### src/rtl/slow_tick_timer_pkg.sv
// Shared types and helpers for the slow-tick BCD timer and its consumers.
// Contents: timer state enum, BCD digit limit, active-low 7-segment decode.
package slow_tick_timer_pkg;

    typedef enum logic [1:0] {
        IDLE   = 2'd0,
        RUN    = 2'd1,
        PAUSED = 2'd2,
        DONE   = 2'd3
    } state_t;

    localparam logic [3:0] BCD_MAX = 4'd9;

    // Active-low segments, bit order gfedcba; non-BCD codes blank the digit.
    function automatic logic [6:0] seg7_decode(input logic [3:0] digit);
        logic [6:0] on;
        on = 7'h00;
        case (digit)
            4'd0:    on = 7'h3f;
            4'd1:    on = 7'h06;
            4'd2:    on = 7'h5b;
            4'd3:    on = 7'h4f;
            4'd4:    on = 7'h66;
            4'd5:    on = 7'h6d;
            4'd6:    on = 7'h7d;
            4'd7:    on = 7'h07;
            4'd8:    on = 7'h7f;
            4'd9:    on = 7'h6f;
            default: on = 7'h00;
        endcase
        return ~on;
    endfunction

endpackage

### src/rtl/slow_tick_sync.sv
// Brings the divided low_clock into the speed_clock domain as a one-cycle tick.
// Ports: speed_clock, reset (async, active-low), low_clock (async data), tick.
module slow_tick_sync (
    input  logic speed_clock,
    input  logic reset,
    input  logic low_clock,
    output logic tick
);

    logic s1;
    logic s2;
    logic s3;

    // s1/s2 resolve metastability; s3 holds the previous settled level
    // so s2 & ~s3 marks exactly one cycle per rising edge.
    always_ff @(posedge speed_clock or negedge reset) begin
        if (!reset) begin
            s1   <= 1'b0;
            s2   <= 1'b0;
            s3   <= 1'b0;
            tick <= 1'b0;
        end else begin
            s1   <= low_clock;
            s2   <= s1;
            s3   <= s2;
            tick <= s2 & ~s3;
        end
    end

endmodule

### src/rtl/slow_tick_bcd_timer.sv
// BCD up/down timer stepped by ticks derived from the divided low_clock.
// Ports: speed_clock, reset (async, active-low), low_clock, start, pause,
// clear, dir, load[4*DIGITS], count[4*DIGITS], running, done, tick.
// Macro SLOW_TICK_BCD_TIMER_SEG7_EN adds seg[7*DIGITS] (active-low gfedcba).
module slow_tick_bcd_timer
    import slow_tick_timer_pkg::*;
#(
    parameter int DIGITS = 4
) (
    input  logic                  speed_clock,
    input  logic                  reset,
    input  logic                  low_clock,
    input  logic                  start,
    input  logic                  pause,
    input  logic                  clear,
    input  logic                  dir,
    input  logic [4*DIGITS-1:0]   load,
    output logic [4*DIGITS-1:0]   count,
    output logic                  running,
    output logic                  done,
    output logic                  tick
`ifdef SLOW_TICK_BCD_TIMER_SEG7_EN
    ,
    output logic [7*DIGITS-1:0]   seg
`endif
);

    localparam int W = 4 * DIGITS;

    state_t       state;
    state_t       state_n;
    logic [W-1:0] count_n;
    logic         dir_q;
    logic         dir_n;

    logic [W-1:0] inc;
    logic [W-1:0] dec;
    logic [W-1:0] clamped;
    logic [W-1:0] nines;

    slow_tick_sync u_sync (
        .speed_clock (speed_clock),
        .reset       (reset),
        .low_clock   (low_clock),
        .tick        (tick)
    );

    // Ripple BCD increment/decrement, plus digit clamp of the preset.
    always_comb begin
        logic carry;
        logic borrow;
        logic [3:0] d;
        inc     = count;
        dec     = count;
        clamped = load;
        nines   = '0;
        carry   = 1'b1;
        borrow  = 1'b1;
        for (int i = 0; i < DIGITS; i++) begin
            d = count[4*i +: 4];
            nines[4*i +: 4] = BCD_MAX;
            if (carry) begin
                if (d >= BCD_MAX) begin
                    inc[4*i +: 4] = 4'd0;
                end else begin
                    inc[4*i +: 4] = d + 4'd1;
                    carry = 1'b0;
                end
            end
            if (borrow) begin
                if (d == 4'd0) begin
                    dec[4*i +: 4] = BCD_MAX;
                end else begin
                    dec[4*i +: 4] = d - 4'd1;
                    borrow = 1'b0;
                end
            end
            if (load[4*i +: 4] > BCD_MAX) begin
                clamped[4*i +: 4] = BCD_MAX;
            end
        end
    end

    always_comb begin
        state_n = state;
        count_n = count;
        dir_n   = dir_q;
        if (clear) begin
            state_n = IDLE;
            count_n = '0;
        end else begin
            unique case (state)
                IDLE, DONE: begin
                    if (start) begin
                        dir_n = dir;
                        if (dir) begin
                            count_n = clamped;
                            state_n = (clamped == '0) ? DONE : RUN;
                        end else begin
                            count_n = '0;
                            state_n = RUN;
                        end
                    end
                end
                RUN: begin
                    // Pause wins over a coincident tick; that tick is lost.
                    if (pause) begin
                        state_n = PAUSED;
                    end else if (tick) begin
                        if (dir_q) begin
                            count_n = dec;
                            if (dec == '0) state_n = DONE;
                        end else begin
                            count_n = inc;
                            if (inc == nines) state_n = DONE;
                        end
                    end
                end
                PAUSED: begin
                    if (start && !pause) state_n = RUN;
                end
                default: state_n = IDLE;
            endcase
        end
    end

    always_ff @(posedge speed_clock or negedge reset) begin
        if (!reset) begin
            state   <= IDLE;
            count   <= '0;
            dir_q   <= 1'b0;
            running <= 1'b0;
            done    <= 1'b0;
        end else begin
            state   <= state_n;
            count   <= count_n;
            dir_q   <= dir_n;
            running <= (state_n == RUN);
            done    <= (state_n == DONE);
        end
    end

`ifdef SLOW_TICK_BCD_TIMER_SEG7_EN
    always_comb begin
        seg = '0;
        for (int i = 0; i < DIGITS; i++) begin
            seg[7*i +: 7] = seg7_decode(count[4*i +: 4]);
        end
    end
`endif

endmodule

### config.mk
export PLATFORM = sky130hd
export DESIGN_NAME = slow_tick_bcd_timer
export DESIGN_NICKNAME = d
export VERILOG_FILES = /design/src/rtl/slow_tick_timer_pkg.sv /design/src/rtl/slow_tick_sync.sv /design/src/rtl/slow_tick_bcd_timer.sv
export SDC_FILE = /design/constraint.sdc
export NUM_CORES = 1
export LEC_CHECK = 0
export ABC_AREA = 1
export CAP_MARGIN = 5
export CORE_ASPECT_RATIO = 1.25
export CORE_MARGIN = 3
export CORE_UTILIZATION = 50
export CTS_CLUSTER_SIZE = 40
export DETAILED_ROUTE_END_ITERATION = 10
export GPL_TIMING_DRIVEN = 0
export PLACE_DENSITY = 0.85
export SLEW_MARGIN = 20
export SYNTH_ARGS = -nofsm -noshare
export SYNTH_HDL_FRONTEND = slang
export SYNTH_SLANG_ARGS = --single-unit
### constraint.sdc
create_clock -name speed_clock -period 3.25 [get_ports speed_clock]
set_input_delay 0.325 -clock speed_clock [delete_from_list [all_inputs] [get_ports speed_clock]]
set_output_delay 0.325 -clock speed_clock [all_outputs]
set_load 0.02 [all_outputs]
* Word-level counts from Yosys, hierarchy flattened *
Cells that the tools add are included.

operators by class
  $add $sub $neg = 8
  order comparisons = 8
  equality and inequality tests = 9
  mux-type cells = 46
  bitwise gates (word level) = 3
  reduce and logical (&&, ||, !) cells = 13

operator list
  kind                  count
  $mux 16               6
  $mux 4                18
  $logic_not 16->1      2
  $pmux 16 s2           1
  $mux 2                10
  $add 4x1->4 const B   4
  $eq 16x16->1 const B  1
  $ge 4x4->1 const B    4
  $gt 4x4->1 const B    4
  $logic_not 4->1       4
  $sub 4x1->4 const B   4
  $mux 1                10
  $eq 2x2->1 const B    3
  $ne 3x3->1 const B    2
  $pmux 2 s3            1
  $eq 2x1->1 const B    2
  $reduce_and 4->1      1
  $ne 3x2->1 const B    1
  $reduce_and 3->1      1
  $reduce_bool 3->1     1
  $logic_not 2->1       1
  $not 1->1             2
  $reduce_or 2->1       1
  $and 1x1->1           1
  2 further kinds       2

word-level totals
  register bits = 25
  input bits = 23

* Longest topological paths before layout *
  depth in word-level cells = 13
  mapped depth = 20
  mapped depth without buffers = 20

* Cells and area by module *
A second synthesis with hierarchy kept.

unflattened totals
  cells, all modules = 367
  area total of the unflattened synthesis = 2,469.9 sq um

by module, submodules not included
  module               instances  cells an instance  area each (sq um)  sequential area each (sq um)
  slow_tick_bcd_timer  1          361                2,359.8            525.5
  slow_tick_sync       1          6                  110.1              100.1

* Least setup slack after synthesis *
Ideal clock, no wire load.

  path kind = register -> register
  start point = register count[5]
  end point = register running
  library setup time = 0.118 ns
  arrival = 2.144 ns
  path slack = 0.988 ns
  cell stages (with the launch flop) = 19
  path buffers = 1
  cells stage by stage = dfrtp_1 > inv_1 > ha_1 > nand3b_1 > nand2_1 > nor2_8 > buf_12 > nor2_2 > nand2_1 > nor2_1 > nand3_1 > nor2_1 > nand2_1 > nand2_1 > nand2_1 > nand2_1 > nand2_1 > a21oi_2 > nor2_1

on the way
  longest elaborated chain between the ends = 13
  elaborated cells between the ends (all ways) = 28
  those cells by class = add/sub: 2; order compare: 1; eq/ne: 2; mux: 21; reduce/logical: 2

RTL lines
  element                                           RTL line                                                RTL
  from (decl)                                       slow_tick_bcd_timer.sv:18                               output logic [4*DIGITS-1:0] count,
  from (signal assigned)                            slow_tick_bcd_timer.sv:136                              count <= count_n;
  $ge 4x4->1 or $logic_not 4->1 (tied branches)     slow_tick_bcd_timer.sv:63, slow_tick_bcd_timer.sv:71
  $mux 1 (on tied branches)                         slow_tick_bcd_timer.sv:63, slow_tick_bcd_timer.sv:71
  $mux 1 (on tied branches) (2 in series)           slow_tick_bcd_timer.sv:62, slow_tick_bcd_timer.sv:70
  $mux 4 (on tied branches)                         slow_tick_bcd_timer.sv:62, slow_tick_bcd_timer.sv:70
  $eq 16x16->1 or $logic_not 16->1 (tied branches)  slow_tick_bcd_timer.sv:115, slow_tick_bcd_timer.sv:112
  $mux 2 (on tied branches)                         slow_tick_bcd_timer.sv:115, slow_tick_bcd_timer.sv:112
  $mux 2 *                                          slow_tick_bcd_timer.sv:110                              if (dir_q) begin
  $mux 2 *                                          slow_tick_bcd_timer.sv:109                              end else if (tick) begin
  $mux 2 *                                          slow_tick_bcd_timer.sv:107                              if (pause) begin
  $pmux 2 s3 *                                      slow_tick_bcd_timer.sv:92                               unique case (state)
  $mux 2 *                                          slow_tick_bcd_timer.sv:88                               if (clear) begin
  named net state_n[1]                              slow_tick_bcd_timer.sv:31                               state_t state_n;
  $eq 2x1->1 *                                      slow_tick_bcd_timer.sv:138                              running <= (state_n == RUN);
  to (signal assigned)                              slow_tick_bcd_timer.sv:138
  to (decl)                                         slow_tick_bcd_timer.sv:19                               output logic running,

Mark *: on every way through the listed nets, which the timed path passes. The rest lies on a longest branch.
A chain may end at the register's enable or synchronous reset.

* Final worst setup path *
  start point = register state[1]
  end point = register count[1]

on the way
  longest elaborated chain between the ends = 4
  elaborated cells between the ends (all ways) = 11
  those cells by class = eq/ne: 5; mux: 2; reduce/logical: 4

RTL lines
  element                                                RTL line                    RTL
  from (decl)                                            slow_tick_bcd_timer.sv:30   state_t state;
  from (signal assigned)                                 slow_tick_bcd_timer.sv:135  state <= state_n;
  $eq 2x2->1 or $logic_not 2->1 (tied branches)          slow_tick_bcd_timer.sv:92
  $reduce_or 2->1                                        slow_tick_bcd_timer.sv:92
  $ne 3x3->1 (no line) (tied with other cells)           n/a
  $reduce_and 4->1 (no line) or $mux 16 (tied branches)  n/a

Several ways; a longest one is shown, not always the timed one.

==> metrics.cfg <==
[drt]
drtPass1Iterations = 5
wl_mm = 7.04
vias = 2721
drc_errors = 0
detail-route-antenna-nets = 0
vias_per_cell = 5.72
wl_per_cell_um = 14.8
drt_iter0_markers = 199

[sta]
finalHoldViolations = 0
slew_headroom_pct = 60.5
fin_hold_ws_ns = 0.0465
min_period_over_period_pct = 77.7
tightest_slew_ns = 0.593
setup_viol = 0
period_minus_slack_ns = 2.53
fmax_mhz = 396
fin_tns_setup_ns = 0
finClkSkew_ns = 0.00537
rsz0062_at_grt = no
drv_slew = 0

[synth]
synth_edf_count = 0
async_reset_ff_share_pct = 100
netlist-cell-type-count = 41
yosysWarnings = 0
yosysSeqAreaShare_pct = 25.1
syn-cell-area_um2 = 2500
post_synth_inst_count = 371
syn-num-nets = 412
syn_avg_cell_area_um2 = 6.73
yosys_most_used_dff = dfrtp_1
synth-seq-cells = 25

[cts]
post_cts_buffers = 0
clock-root-buffer = clkbuf_8
htree_levels = 1
ctsHoldBuffers = 0
clk_latency_ns = 0.27
cts-buffers-inserted = 3
cts_tree = yes
cts_buffer_depth = 2
cts_sinks = 25
clk_pin_slew_ns = 0.09
cts_resized = 0

[worst_hold_path]
hold_path.class = in2async

[floorplan]
rows = 28
pin_count = 42
die_y_um = 85.0
dieArea_um2 = 5880
initial_core_util_pct = 52.4
placeableCoreArea_um2 = 4760
dieWidth_um = 69.2

[finish]
num_antenna_cells = 0
design_area_um2 = 3020
fill_cells = 448
layout.nets = 458
syn2layout_area_growth_pct = 21.0
drive_gt1_share_pct = 7.69

[placement]
hpwl_mm = 5.51
place_congestion = 0.926
io_buffers = 41
placed_cell_area_um2 = 2980

[power]
ir_drop_mv = 0.562
cellLeakagePower_uw = 0.00143
powerDensity_nw_per_um2 = 1030
swShare_pct = 57.2
combPwrFrac_pct = 76.6
p_int_uw = 1340
switchingPower_uw = 1790
power_frac_seq_pct = 17.2
p_clk_share_pct = 6.2

[grt]
grt_pass1_wl_mm = 12.2
grt_max_degree = 26
grt_overflow = 0
gr-usage-all-layers_pct = 24.8
antenna_found_initial = 0
grt_pass1_vias = 2657

[outcome]
outcome = finished, final reports clean

[worst_setup_path]
worstSetupPathType = reg2reg
arrival_ns = 2.70
start_kind = flop
path_max_fanout = 9
end_kind = flop
cp.required_ns = 3.42

[run]
maxCapViolations = 0

registers in the layout, indices dropped and copies added (netlist names):
| signal | cells |
|---|---|
| u_sync.s2 | 1 |
| u_sync.s1 | 1 |
| u_sync.tick | 1 |
| dir_q | 1 |
| u_sync.s3 | 1 |
| count | 16 |
| done | 1 |
| state | 2 |
| running | 1 |
path summary, 6_finish.rpt:
kind                                     start                   end  slack (ns)  cells past startpoint
max reg2reg                 state[1]$_DFF_PN0_  count[1]$_DFFE_PN0P_        0.72                     10
min in group speed_clock   u_sync.s1$_DFF_PN0_   u_sync.s2$_DFF_PN0_        0.37                      0
max                         state[1]$_DFF_PN0_  count[1]$_DFFE_PN0P_        0.72                     10
min reg2reg                u_sync.s1$_DFF_PN0_   u_sync.s2$_DFF_PN0_        0.37                      0
max in group asynchronous                reset  count[6]$_DFFE_PN0P_        2.82                      1
min                                      reset     dir_q$_DFFE_PN0P_        0.05                      1
metrics by stage:
stage / util (%) / setup slack, ns / cells / total power [uW]
6_report: 63.4 / 0.724 / 476 / 3130
5_1_grt: 63.4 / 0.423 / 476 / 3450
4_1_cts: 63.4 / 0.765 / 476 / 3100
3_5_place_dp: 62.5 / 0.778 / 472 / 2890
3_3_place_gp: 62.6 / 0.802 / 472 / 2840
2_1_floorplan: - / 0.988 / 371 / 2260
cells in the mapped netlist, types with 3 or more instances:
library cell	number	share of area [%]
nand2_2	3	0.75
a31oi_1	5	1.3
clkbuf_1	5	0.75
o21ai_0	41	8.2
nand4_1	5	1.3
dfrtp_1	25	25
ha_1	18	9.0
nand2_1	74	11
inv_1	46	6.9
nor2_2	4	1.0
o22ai_1	7	1.8
nor3_1	9	1.8
a21oi_1	16	3.2
o21ai_1	4	0.80
o32ai_1	3	1.1
xor2_1	5	1.8
nor2_1	33	5.0
nand3_1	36	7.2
kinds of logic (layout without fill, tap and decap cells):
group                      Yosys count  in the layout  synth area share [%]
adders and majority gates           18             18                  9.02
buffers and inverters               60            105                  10.2
and+or+nand+nor                    175            175                  33.6
DFF                                 25             25                  25.1
AOI/OAI and AO/OA                   87             87                  20.0
xor gates and xnor gates             6              6                  2.10
power by group through the flow:
stage               sequential [uW]  combinational [uW]  clock, uW
floorplan                       618                1640          0
global placement                540                2300          0
detailed placement              543                2350          0
CTS                             537                2360        198
global route                    561                2680        206
finish                          538                2400        193
cell type report:
class | count | area [um^2] | share of cell area [%]
Buffer | 10 | 65.1 | 2.15
Clock buffer | 4 | 45.0 | 1.49
Tap cell | 60 | 75.1 | 2.48
Inverter | 50 | 190 | 6.29
Timing Repair Buffer | 41 | 405 | 13.4
Sequential cell | 25 | 626 | 20.7
Multi-Input combinational cell | 286 | 1620 | 53.5
cells in the final DEF, fill, tap and decap left out, drive strengths merged:
master,n
ha,18
xor2,5
a32oi,2
clkbuf,10
a21oi,18
nor2,40
nand3,38
nand2,79
o21ai,47
a211oi,2
clkinv,2
a31oi,5
dfrtp,25
inv,48
a311oi,1
clkdlybuf4s50,40
nor3,9
buf,5
o22ai,7
nand3b,2
o32ai,3
nand4,5
nor4,1
o41ai,1
xnor2,1
or2,1
o21a,1
critical path, cell delays in order (launching register included):
cell and delay, ns:
dfrtp_1 0.45, inv_1 0.09, ha_1 0.27, inv_1 0.14
nor2_1 0.17, nand2_1 0.08, o21ai_0 0.07, o21ai_0 0.15
nor2_2 0.37, inv_1 0.28, o32ai_1 0.34
metal layers:
metal	GRT usage (%)	vias to the layer above	wire [um]
met1	32.0	1253	2960
met4	7.64	0	130
met3	3.55	15	460
li1	-	1335	-
met2	42.9	118	3490
met5	0	-	0
(Power assumes the default switching activity.)
